--- src/rtl/act_pkg.sv ---
// Shared constants for the activation scheduler: mode encodings, Q5.5 clamp
// limits and default operand/result widths.
package act_pkg;

  localparam int unsigned ACT_DATA_W_I = 10;
  localparam int unsigned ACT_DATA_W_O = 10;

  localparam logic MODE_SIGMOID = 1'b0;
  localparam logic MODE_TANH    = 1'b1;

  // +/-7.00 in Q5.5, the legal input range of the shared datapath
  localparam logic signed [ACT_DATA_W_I-1:0] SAT_POS = 10'sd224;
  localparam logic signed [ACT_DATA_W_I-1:0] SAT_NEG = -10'sd224;

endpackage

--- src/rtl/rr_arbiter.sv ---
// Round-robin arbiter: one-hot grant searched from ptr, ptr moves past the
// winner only when a grant is actually given.
module rr_arbiter #(
  parameter int unsigned NUM_REQ = 4
) (
  input  logic                       clk,
  input  logic                       reset,
  input  logic [NUM_REQ-1:0]         req,
  input  logic                       enable,
  output logic [NUM_REQ-1:0]         grant,
  output logic [$clog2(NUM_REQ)-1:0] grant_idx
);

  localparam int unsigned IDX_W = $clog2(NUM_REQ);

  logic [IDX_W-1:0] ptr;
  logic             found;
  int unsigned      cand;

  always_comb begin
    grant     = '0;
    grant_idx = '0;
    found     = 1'b0;
    cand      = 0;
    if (enable) begin
      for (int unsigned i = 0; i < NUM_REQ; i++) begin
        cand = 32'(ptr) + i;
        if (cand >= NUM_REQ) cand = cand - NUM_REQ;
        if (!found && req[IDX_W'(cand)]) begin
          found                  = 1'b1;
          grant[IDX_W'(cand)]    = 1'b1;
          grant_idx              = IDX_W'(cand);
        end
      end
    end
  end

  always_ff @(posedge clk) begin
    if (reset) begin
      ptr <= '0;
    end else if (found) begin
      ptr <= (grant_idx == IDX_W'(NUM_REQ - 1)) ? '0 : grant_idx + 1'b1;
    end
  end

endmodule

--- src/rtl/act_unit_scheduler.sv ---
// Shares one fixed-latency activation datapath among NUM_REQ requesters:
// arbitrate, clamp, issue, track tags and return results through a FWFT FIFO.
module act_unit_scheduler
  import act_pkg::*;
#(
  parameter int unsigned NUM_REQ     = 4,
  parameter int unsigned DATA_W_I    = ACT_DATA_W_I,
  parameter int unsigned DATA_W_O    = ACT_DATA_W_O,
  parameter int unsigned ACT_LATENCY = 2,
  parameter int unsigned RSP_DEPTH   = 4
) (
  input  logic                         clk,
  input  logic                         reset,
  input  logic                         c_en,
  input  logic [NUM_REQ-1:0]           req_valid,
  input  logic [NUM_REQ-1:0]           req_mode,
  input  logic [NUM_REQ*DATA_W_I-1:0]  req_data,
  output logic [NUM_REQ-1:0]           req_ready,
  output logic                         act_issue,
  output logic                         act_mode,
  output logic [DATA_W_I-1:0]          act_data,
  input  logic [DATA_W_O-1:0]          act_result,
  output logic                         rsp_valid,
  input  logic                         rsp_ready,
  output logic [$clog2(NUM_REQ)-1:0]   rsp_id,
  output logic                         rsp_mode,
  output logic [DATA_W_O-1:0]          rsp_data
);

  localparam int unsigned ID_W  = $clog2(NUM_REQ);
  localparam int unsigned PTR_W = (RSP_DEPTH > 1) ? $clog2(RSP_DEPTH) : 1;
  localparam int unsigned CNT_W = $clog2(RSP_DEPTH + 1);

  typedef struct packed {
    logic [ID_W-1:0]     id;
    logic                mode;
    logic [DATA_W_O-1:0] data;
  } rsp_entry_t;

  logic [CNT_W-1:0]    credit;
  logic                grant_en;
  logic [NUM_REQ-1:0]  grant;
  logic [ID_W-1:0]     grant_idx;
  logic                xfer;
  logic                push;
  logic                pop;
  logic [DATA_W_I-1:0] sel_data;
  logic [DATA_W_I-1:0] sat_data;
  logic                sel_mode;
  logic [ID_W-1:0]     issue_id;

  logic [ACT_LATENCY-1:0] tag_valid;
  logic [ACT_LATENCY-1:0] tag_mode;
  logic [ID_W-1:0]        tag_id [ACT_LATENCY];

  rsp_entry_t       fifo_mem [RSP_DEPTH];
  logic [PTR_W-1:0] wr_ptr;
  logic [PTR_W-1:0] rd_ptr;
  logic [CNT_W-1:0] count;
  rsp_entry_t       push_entry;
  rsp_entry_t       head;

  function automatic logic [PTR_W-1:0] ptr_inc(input logic [PTR_W-1:0] p);
    return (p == PTR_W'(RSP_DEPTH - 1)) ? '0 : p + 1'b1;
  endfunction

  // Credit counts everything issued but not yet popped, so the FIFO can never overflow
  assign grant_en  = c_en && !reset && (credit < CNT_W'(RSP_DEPTH));
  assign req_ready = grant;
  assign xfer      = |grant;

  rr_arbiter #(
    .NUM_REQ (NUM_REQ)
  ) u_arb (
    .clk       (clk),
    .reset     (reset),
    .req       (req_valid),
    .enable    (grant_en),
    .grant     (grant),
    .grant_idx (grant_idx)
  );

  always_comb begin
    sel_data = '0;
    sel_mode = 1'b0;
    for (int unsigned i = 0; i < NUM_REQ; i++) begin
      if (grant[i]) begin
        sel_data = req_data[i*DATA_W_I +: DATA_W_I];
        sel_mode = req_mode[i];
      end
    end
  end

  always_comb begin
    sat_data = sel_data;
    if ($signed(sel_data) > SAT_POS)      sat_data = SAT_POS;
    else if ($signed(sel_data) < SAT_NEG) sat_data = SAT_NEG;
  end

  always_ff @(posedge clk) begin
    if (reset) begin
      act_issue <= 1'b0;
      act_mode  <= MODE_SIGMOID;
      act_data  <= '0;
      issue_id  <= '0;
    end else begin
      act_issue <= xfer;
      if (xfer) begin
        act_mode <= sel_mode;
        act_data <= sat_data;
        issue_id <= grant_idx;
      end
    end
  end

  // Tag pipe: last stage lines up with act_result for the same operation
  always_ff @(posedge clk) begin
    if (reset) begin
      tag_valid <= '0;
      tag_mode  <= '0;
      for (int unsigned k = 0; k < ACT_LATENCY; k++) tag_id[k] <= '0;
    end else begin
      tag_valid[0] <= act_issue;
      tag_mode[0]  <= act_mode;
      tag_id[0]    <= issue_id;
      for (int unsigned k = 1; k < ACT_LATENCY; k++) begin
        tag_valid[k] <= tag_valid[k-1];
        tag_mode[k]  <= tag_mode[k-1];
        tag_id[k]    <= tag_id[k-1];
      end
    end
  end

  assign push       = tag_valid[ACT_LATENCY-1];
  assign push_entry = '{id: tag_id[ACT_LATENCY-1], mode: tag_mode[ACT_LATENCY-1], data: act_result};

  // Empty FIFO bypasses the arriving result straight to the response port
  assign head      = (count == '0) ? push_entry : fifo_mem[rd_ptr];
  assign rsp_valid = !reset && ((count != '0) || push);
  assign pop       = rsp_valid && rsp_ready;
  assign rsp_id    = rsp_valid ? head.id   : '0;
  assign rsp_mode  = rsp_valid ? head.mode : 1'b0;
  assign rsp_data  = rsp_valid ? head.data : '0;

  always_ff @(posedge clk) begin
    if (push) fifo_mem[wr_ptr] <= push_entry;
  end

  always_ff @(posedge clk) begin
    if (reset) begin
      wr_ptr <= '0;
      rd_ptr <= '0;
      count  <= '0;
    end else begin
      if (push) wr_ptr <= ptr_inc(wr_ptr);
      if (pop)  rd_ptr <= ptr_inc(rd_ptr);
      case ({push, pop})
        2'b10:   count <= count + 1'b1;
        2'b01:   count <= count - 1'b1;
        default: count <= count;
      endcase
    end
  end

  always_ff @(posedge clk) begin
    if (reset) begin
      credit <= '0;
    end else begin
      case ({xfer, pop})
        2'b10:   credit <= credit + 1'b1;
        2'b01:   credit <= credit - 1'b1;
        default: credit <= credit;
      endcase
    end
  end

endmodule

--- config.mk ---
export PLATFORM = sky130hd
export DESIGN_NAME = act_unit_scheduler
export DESIGN_NICKNAME = d
export VERILOG_FILES = /design/src/rtl/act_pkg.sv /design/src/rtl/rr_arbiter.sv /design/src/rtl/act_unit_scheduler.sv
export SDC_FILE = /design/constraint.sdc
export NUM_CORES = 1
export LEC_CHECK = 0
export BUFFER_PORTS_ARGS = -buffer_cell sky130_fd_sc_hd__buf_2
export CAP_MARGIN = 30
export CORE_MARGIN = 8
export CORE_UTILIZATION = 55
export DETAILED_ROUTE_END_ITERATION = 10
export PLACE_DENSITY = 0.83
export SYNTH_ARGS = -nofsm -noshare
export SYNTH_HDL_FRONTEND = slang
export SYNTH_HIERARCHICAL = 1
export SYNTH_SLANG_ARGS = --single-unit
--- constraint.sdc ---
create_clock -name clk -period 11.45 [get_ports clk]
set_input_delay 0.5725 -clock clk [delete_from_list [all_inputs] [get_ports clk]]
set_output_delay 0.5725 -clock clk [all_outputs]
set_load 0.02 [all_outputs]
==> flow_summary.json, run 1 <==
{
  "dp.cells": 580,
  "power_uw": 676,
  "hold_viol_final": 0,
  "viasPerCell": 5.87,
  "post-place-ws_ns": 5.91,
  "power.density_mw_per_mm2": 130,
  "finalCriticalPeriod_ns": 5.60,
  "ys_types": 59,
  "routed_wl_mm": 10.4,
  "worst_slack_ns": 5.85,
  "wl_per_cell_um": 17.5,
  "vdd_drop_max_uv": 74.7,
  "rr_startpoint": "u_arb/ptr[0]$_SDFFE_PP0P_",
  "route.vias.total": 3496,
  "r2r_cells": 15,
  "antenna_found_initial": 0,
  "avgSynthCellArea_um2": 11.2,
  "die_y_um": 107,
  "drc": 0,
  "cts_resized": 0,
  "crit_type": "reg2reg",
  "yosys-top-cells-area": "edfxtp_1, dfxtp_1, mux4_2, ha_1, nand2_1",
  "syn_nets": 484,
  "cts_sinks": 88,
  "hold_path_class": "reg2reg",
  "dp_hpwl_mm": 7.64,
  "tritoncts": "done",
  "synth_area_leader_cell": "edfxtp_1",
  "startpoint_type": "flip-flop",
  "relSlewSlack_pct": 40.6,
  "coreArea_mm2": 0.00809,
  "overflow": 0,
  "clk_pin_slew_ns": 0.08,
  "p_leak_nw": 1.98,
  "start_util_pct": 56.1,
  "ios": 92,
  "rows": 33,
  "maxCapViolations": 0,
  "crit_arrival_ns": 5.86,
  "r2r_setup_slack_ns": 5.85,
  "fmaxAchievable_mhz": 179,
  "die_x_um": 107,
  "grt_pass1_vias": 3571,
  "synth-seq-cells": 88,
  "grt_max_degree": 37,
  "syn2layout_area_growth_pct": 14.7,
  "clk_latency_ns": 0.36,
  "grt_usage_pct": 18.3,
  "synth_seq_area_share_pct": 50.2,
  "status": "finished, final reports clean",
  "skew_ns": 0.00991,
  "tns_ns": 0,
  "worstHoldStart": "tag_id[0][1]$_SDFF_PP0_",
  "first_iter_violations": 241,
  "yosysWarnings": 6,
  "cp.required_ns": 11.71,
  "endpoint_kind": "flip-flop",
  "layout.nets": 566,
  "clockBufferDepth": 2,
  "io_buffers": 91,
  "htreeDepth": 3,
  "syn_inst": 404,
  "cts_setup_buffers": 0,
  "drive_gt1_share_pct": 27.9,
  "worst_slew_pin_slew_ns": 0.889,
  "grt_pass1_wl_mm": 16.8,
  "hold_depth": 1,
  "synthArstFlopShare_pct": 0,
  "syn_area_mm2": 0.00454,
  "maxSlewViolCount": 0,
  "rsz0062_at_grt": "false",
  "ctsHoldBuffers": 0,
  "synth_top_area_share_pct": 34.4,
  "final_cells": 596,
  "numCtsBuffers": 9,
  "synthFlopType": "edfxtp_1",
  "min_to": "tag_id[0][3]$_SDFF_PP0_",
  "ant_nets": 0,
  "finalSetupViolCount": 0,
  "synth_edf_count": 52,
  "drt_pass1_iterations": 4,
  "place_congestion": 0.938,
  "root_buffer": "clkbuf_8",
  "rr_endpoint": "act_data[2]$_SDFFE_PP0P_",
  "cp_max_fo": 15,
  "diodes": 0,
  "period_share_pct": 48.9,
  "dieArea_mm2": 0.0114
}
[cell type report]
type | count | area, um2
Tap cell | 105 | 131
Clock buffer | 11 | 131
Fill cell | 635 | 2880
Multi-Input combinational cell | 277 | 2080
Clock inverter | 5 | 57.6
Timing Repair Buffer | 92 | 463
Inverter | 18 | 67.6
Sequential cell | 88 | 2280
[cells by family after synthesis]
family / after synthesis / share of synthesized area [%]
AND/OR/NAND/NOR: 125 / 13.8
multiplexers: 23 / 9.28
AO/OA/AOI/OAI: 107 / 16.6
adder cells (fa/ha/maj): 18 / 5.29
buffers and inverters: 39 / 4.02
XOR/XNOR: 4 / 0.771
flip-flops: 88 / 50.2
[registers in the layout, indices dropped and copies added, names as in the netlist, 2 cells and up, named ones only]
| register | count |
|---|---|
| issue_id | 2 |
| tag_valid | 2 |
| tag_id | 4 |
| act_data | 10 |
| rd_ptr | 2 |
| credit | 3 |
| fifo_mem | 52 |
| tag_mode | 2 |
| u_arb/ptr | 2 |
| wr_ptr | 2 |
| count | 3 |
[layer usage]
metal	wire (um)	track usage (%)	vias up
met4	115	6.83	0
li1	-	-	1672
met1	4200	21.2	1657
met3	881	5.34	8
met2	5220	31.3	159
met5	0	0	-
[how the worst max path moves through the flow]
stage,slack [ns],cells past startpoint,to,start
6_report,5.85,15,act_data[2]$_SDFFE_PP0P_,u_arb/ptr[0]$_SDFFE_PP0P_
5_1_grt,5.51,15,act_data[2]$_SDFFE_PP0P_,u_arb/ptr[0]$_SDFFE_PP0P_
4_1_cts,5.88,15,act_data[2]$_SDFFE_PP0P_,u_arb/ptr[0]$_SDFFE_PP0P_
3_5_place_dp,5.91,15,act_data[2]$_SDFFE_PP0P_,u_arb/ptr[0]$_SDFFE_PP0P_
3_3_place_gp,6.21,16,act_data[9]$_SDFFE_PP0P_,u_arb/ptr[0]$_SDFFE_PP0P_
2_1_floorplan,6.72,18,act_data[9]$_SDFFE_PP0P_,u_arb/ptr[0]$_SDFFE_PP0P_
[Yosys cell counts, types with 3 or more instances]
library cell / n
dfxtp_1: 36
a21oi_1: 35
nor2_1: 22
nand2b_1: 3
nand3_1: 3
buf_2: 4
nand4_1: 3
edfxtp_1: 52
o21ai_0: 12
inv_2: 10
inv_1: 8
a221oi_2: 3
nor2b_1: 10
o31a_1: 4
nand2_1: 48
nor3_1: 4
nand3b_1: 6
o31ai_1: 7
a22oi_1: 11
o211ai_1: 4
mux2i_1: 8
a211oi_1: 6
or3_1: 7
buf_6: 3
clkbuf_1: 11
xor2_1: 3
and2_1: 10
ha_1: 16
mux4_2: 14
[per-stage QoR]
step	hold WS, ns	cell area [um2]	utilization [%]
2_1_floorplan	0.414	4540	-
3_3_place_gp	0.418	5020	62.0
3_5_place_dp	0.427	5020	62.0
4_1_cts	0.431	5210	64.4
5_1_grt	0.431	5210	64.4
6_report	0.443	5210	64.4
[power breakdown]
part | switching (mW) | internal (mW) | leakage [nW]
logic | 0.0715 | 0.0484 | 1.13
clock network | 0.103 | 0.101 | 0.0872
registers | 0.00928 | 0.343 | 0.762
[worst max-delay path, stage by stage (launching register included)]
cell and delay (ns):
dfxtp_1 0.70, inv_1 0.27, ha_1 0.45, or3b_1 0.43
a2111o_1 0.43, nand3_2 0.13, a22oi_1 0.10, o21ai_0 0.11
and2_1 0.23, nor2b_1 0.74, a221oi_1 0.17, o31a_1 0.30
a311o_1 0.36, ha_1 0.35, or3_1 0.45, o31ai_1 0.27
[placed cells by master, fill, tap and decap left out, drive strengths merged, types with 8 or more instances in the layout]
cell type,instances
mux4,15
nand2,48
o21ai,14
dfxtp,36
a21oi,36
nor2,22
and2,10
nor2b,11
clkbuf,11
mux2i,8
a22oi,11
edfxtp,52
buf,92
ha,16
inv,18
(Power assumes the default switching activity.)
==> run 2: changes to the inputs <==
==> constraint.sdc (replaced) <==
create_clock -name clk -period 5.6 [get_ports clk]
set_input_delay 0.28 -clock clk [delete_from_list [all_inputs] [get_ports clk]]
set_output_delay 0.28 -clock clk [all_outputs]
set_load 0.02 [all_outputs]
==> flow_summary.json, run 2 (synthesis gave the netlist of run 1 again) <==
{
  "finalSetupViolCount": 0,
  "dp_hpwl_mm": 7.76,
  "multi_input_area_mm2": 0.00208,
  "routed_wl_mm": 10.5,
  "die_x_um": 107,
  "final_util_pct": 64.8,
  "dp.cells": 582,
  "cts_sinks": 88,
  "startpoint_type": "flip-flop",
  "fill_cells": 660,
  "drive_gt1_share_pct": 29.0,
  "ctsHoldBuffers": 0,
  "layout_common_cells": "buf_2, edfxtp_1, nand2_1",
  "ant_nets": 0,
  "maxSlewViolCount": 0,
  "cp.required_ns": 5.87,
  "viasPerCell": 5.84,
  "hold_path_class": "in2reg",
  "finalCriticalPeriod_ns": 4.92,
  "rsz0062_at_grt": "false",
  "power.density_mw_per_mm2": 268,
  "seqPwrFrac_pct": 51.1,
  "htreeDepth": 3,
  "drc": 0,
  "vdd_drop_max_uv": 116,
  "hold_viol_final": 0,
  "layout_commonest_cell": "buf_2",
  "power.internal_mw": 1.01,
  "route.vias.total": 3494,
  "numCtsBuffers": 9,
  "layout.nets": 568,
  "maxCapViolations": 0,
  "power.share.combinational_pct": 17.7,
  "final_cells": 598,
  "dieArea_mm2": 0.0114,
  "overflow": 0,
  "post-place-ws_ns": 0.495,
  "crit_arrival_ns": 5.19,
  "worst_slack_ns": 0.675,
  "ios": 92,
  "antenna_found_initial": 0,
  "grt_usage_pct": 18.7,
  "wl_per_cell_um": 17.6,
  "skew_ns": 0.0101,
  "fmaxAchievable_mhz": 203,
  "coreArea_mm2": 0.00809,
  "rows": 33,
  "grt_pass1_wl_mm": 17.0,
  "die_y_um": 107,
  "grt_pass1_vias": 3638,
  "grt_max_degree": 37,
  "regArea_mm2": 0.00228,
  "switching_share_pct": 28.0,
  "root_buffer": "clkbuf_8",
  "final_cell_area_mm2": 0.00524,
  "status": "finished, final reports clean",
  "p_clk_share_pct": 31.2,
  "tritoncts": "done",
  "placed_area_mm2": 0.00504,
  "clockBufferDepth": 2,
  "cts_resized": 0,
  "power_switching_uw": 394,
  "top_regs": "fifo_mem: 52 flops, act_data: 10 flops, tag_id: 4 flops",
  "worst_slew_pin_slew_ns": 0.890,
  "diodes": 0,
  "clk_pin_slew_ns": 0.09,
  "relSlewSlack_pct": 40.6,
  "p_leak_nw": 2.00,
  "first_iter_violations": 192,
  "crit_type": "reg2reg",
  "place_congestion": 0.964,
  "clk_latency_ns": 0.35,
  "largest_reg_flops": 52,
  "tns_ns": 0,
  "cts_setup_buffers": 0,
  "syn2layout_area_growth_pct": 15.4,
  "io_buffers": 91,
  "start_util_pct": 56.1,
  "period_share_pct": 87.9,
  "cp_max_fo": 18,
  "largest-register": "fifo_mem",
  "endpoint_kind": "flip-flop",
  "drt_pass1_iterations": 6
}
run 2: critical path, stage by stage, from the launching register on:
cell      delay (ns)
dfxtp_1         0.50
inv_1           0.19
ha_1            0.40
or3b_1          0.41
a2111o_1        0.43
nand3_2         0.13
a22oi_1         0.11
o21ai_0         0.14
and2_1          0.59
nor2b_2         0.25
a221oi_1        0.35
o31a_1          0.19
a311o_1         0.18
ha_1            0.28
or3_1           0.45
o31ai_1         0.25
run 2: area by class of cell:
cell class / count / share of cell area (%)
well taps: 105 / 2.51
inverters: 18 / 1.29
flip-flops and latches: 88 / 43.5
multi-input cells: 277 / 39.7
clock buffers: 9 / 2.36
repair buffers: 94 / 9.12
clock inverters: 7 / 1.50
run 2: final timing paths:
path | slack [ns] | startpoint | to | cells past startpoint
max reg2reg | 0.68 | u_arb/ptr[1]$_SDFFE_PP0P_ | act_data[2]$_SDFFE_PP0P_ | 15
min reg2reg | 0.46 | act_data[1]$_SDFFE_PP0P_ | act_data[1]$_SDFFE_PP0P_ | 2
max | 0.68 | u_arb/ptr[1]$_SDFFE_PP0P_ | act_data[2]$_SDFFE_PP0P_ | 15
min | 0.16 | act_result[8] | fifo_mem[0][8]$_DFFE_PP_ | 1
run 2: power groups by stage:
stage,clock network (mW),logic (mW),registers (mW)
floorplan,0,0.164,0.738
global placement,0,0.239,0.732
detailed placement,0,0.246,0.733
CTS,0.449,0.247,0.719
global route,0.466,0.275,0.721
finish,0.439,0.249,0.719
run 2: layer usage:
layer | vias to the layer above | part of all wire (%) | GRT usage (%)
li1 | 1678 | - | -
met1 | 1634 | 40 | 21.3
met2 | 167 | 49 | 31.7
met3 | 15 | 8.8 | 4.80
met4 | 0 | 1.7 | 9.35
met5 | - | 0 | 0
run 2: stage by stage:
stage | power [mW] | hold WS (ns)
global route | 1.46 | 0.147
CTS | 1.41 | 0.139
detailed placement | 0.979 | 0.445
global placement | 0.971 | 0.421
finish | 1.41 | 0.155
floorplan | 0.902 | 0.353
==> run 3: changes to the inputs <==
==> constraint.sdc (replaced) <==
create_clock -name clk -period 5.6 [get_ports clk]
set_input_delay 0 -clock clk [delete_from_list [all_inputs] [get_ports clk]]
set_output_delay 0 -clock clk [all_outputs]
set_load 0.02 [all_outputs]
==> flow_summary.json, run 3 (synthesis gave the netlist of run 1 again) <==
{
  "cts_setup_buffers": 0,
  "maxSlewViolCount": 0,
  "hold_depth": 3,
  "dp.cells": 582,
  "io_buffers": 91,
  "crit_arrival_ns": 5.19,
  "cts_sinks": 88,
  "grt_max_degree": 37,
  "r2r_cells": 15,
  "clockBufferDepth": 2,
  "vdd_drop_max_uv": 116,
  "cp.required_ns": 5.87,
  "wl_per_cell_um": 17.5,
  "maxCapViolations": 0,
  "overflow": 0,
  "layout.nets": 581,
  "largest-register": "fifo_mem",
  "clk_pin_slew_ns": 0.08,
  "p_leak_nw": 2.06,
  "hold_ws_ns": 0.0164,
  "rows": 33,
  "largest_reg_flops": 52,
  "clk_latency_ns": 0.35,
  "worst_slew_pin_slew_ns": 0.879,
  "coreArea_mm2": 0.00809,
  "drt_pass1_iterations": 4,
  "fmaxAchievable_mhz": 203,
  "finalSetupViolCount": 0,
  "drive_gt1_share_pct": 28.3,
  "routed_wl_mm": 10.7,
  "period_share_pct": 88.0,
  "final_cells": 611,
  "ant_nets": 0,
  "route.vias.total": 3562,
  "layout_common_cells": "buf_2, edfxtp_1, nand2_1",
  "endpoint_kind": "flip-flop",
  "dieArea_mm2": 0.0114,
  "top_regs": "fifo_mem: 52 flops, act_data: 10 flops, tag_id: 4 flops",
  "numCtsBuffers": 9,
  "grt_usage_pct": 19.1,
  "power.density_mw_per_mm2": 263,
  "relSlewSlack_pct": 41.3,
  "dp_hpwl_mm": 7.76,
  "startpoint_type": "flip-flop",
  "crit_type": "reg2reg",
  "diodes": 0,
  "syn2layout_area_growth_pct": 18.3,
  "skew_ns": 0.0109,
  "rsz0062_at_grt": "false",
  "root_buffer": "clkbuf_8",
  "ios": 92,
  "place_congestion": 0.964,
  "drc": 0,
  "start_util_pct": 56.1,
  "hold_viol_final": 0,
  "cp_max_fo": 10,
  "first_iter_violations": 192,
  "die_x_um": 107,
  "grt_pass1_vias": 3715,
  "status": "finished, final reports clean",
  "die_y_um": 107,
  "viasPerCell": 5.83,
  "finalCriticalPeriod_ns": 4.93,
  "layout_commonest_cell": "buf_2",
  "htreeDepth": 3,
  "tritoncts": "done",
  "hold_path_class": "in2reg",
  "tns_ns": 0,
  "grt_pass1_wl_mm": 17.4,
  "antenna_found_initial": 0
}
-- run 3: cell type report --
class	count	area, um2
fillers	647	2720
repair buffers	107	608
well taps	105	131
multi-input cells	277	2080
clock buffers	9	124
inverters	18	67.6
flip-flops and latches	88	2280
clock inverters	7	78.8
-- run 3: per-stage QoR --
stage          power, mW  util [%]  worst slack, ns  area [um2]
3_3_place_gp       0.971      62.2            0.707        5040
5_1_grt             1.47      66.4            0.250        5370
6_report            1.41      66.4            0.674        5370
3_5_place_dp       0.979      62.2            0.495        5040
4_1_cts             1.42      66.3            0.469        5370
2_1_floorplan      0.902         -            0.872        4540
-- run 3: where the power goes --
group / switching, mW / total, mW / internal (mW) / leakage (nW)
clock: 0.229 / 0.439 / 0.210 / 0.0977
combinational: 0.150 / 0.256 / 0.106 / 1.20
sequential: 0.0169 / 0.719 / 0.702 / 0.762
-- run 3: what timing repair did --
item / 4_1_cts / 5_1_grt
endpoints found under the hold margin: 42 / 0
hold buffers: 13 / 0
resized for setup: 0 / 1
setup endpoints to repair: 0 / 1
-- run 3: final timing paths --
check | slack, ns | startpoint | endpoint
worst max-delay path | 0.67 | u_arb/ptr[1]$_SDFFE_PP0P_ | act_data[2]$_SDFFE_PP0P_
worst min register to register | 0.46 | act_data[1]$_SDFFE_PP0P_ | act_data[1]$_SDFFE_PP0P_
worst max register to register | 0.67 | u_arb/ptr[1]$_SDFFE_PP0P_ | act_data[2]$_SDFFE_PP0P_
worst min-delay path | 0.02 | req_data[33] | act_data[3]$_SDFFE_PP0P_
-- run 3: critical path, cell delays in order (launching register included) --
cell	delay, ns
dfxtp_1	0.50
inv_1	0.19
ha_1	0.40
or3b_1	0.41
a2111o_1	0.43
nand3_2	0.13
a22oi_1	0.10
o21ai_0	0.11
and2_1	0.23
nor2b_2	0.49
a221oi_1	0.15
o31a_1	0.30
a311o_1	0.36
ha_1	0.36
or3_1	0.45
o31ai_1	0.25
-- run 3: per-layer routing --
metal  wire [um]  global-route usage (%)  vias up
li1            -                       -     1707
met1        4410                    22.1     1686
met2        5310                    32.5      154
met3         774                    4.44       15
met4         210                    9.75        0
met5           0                       0        -
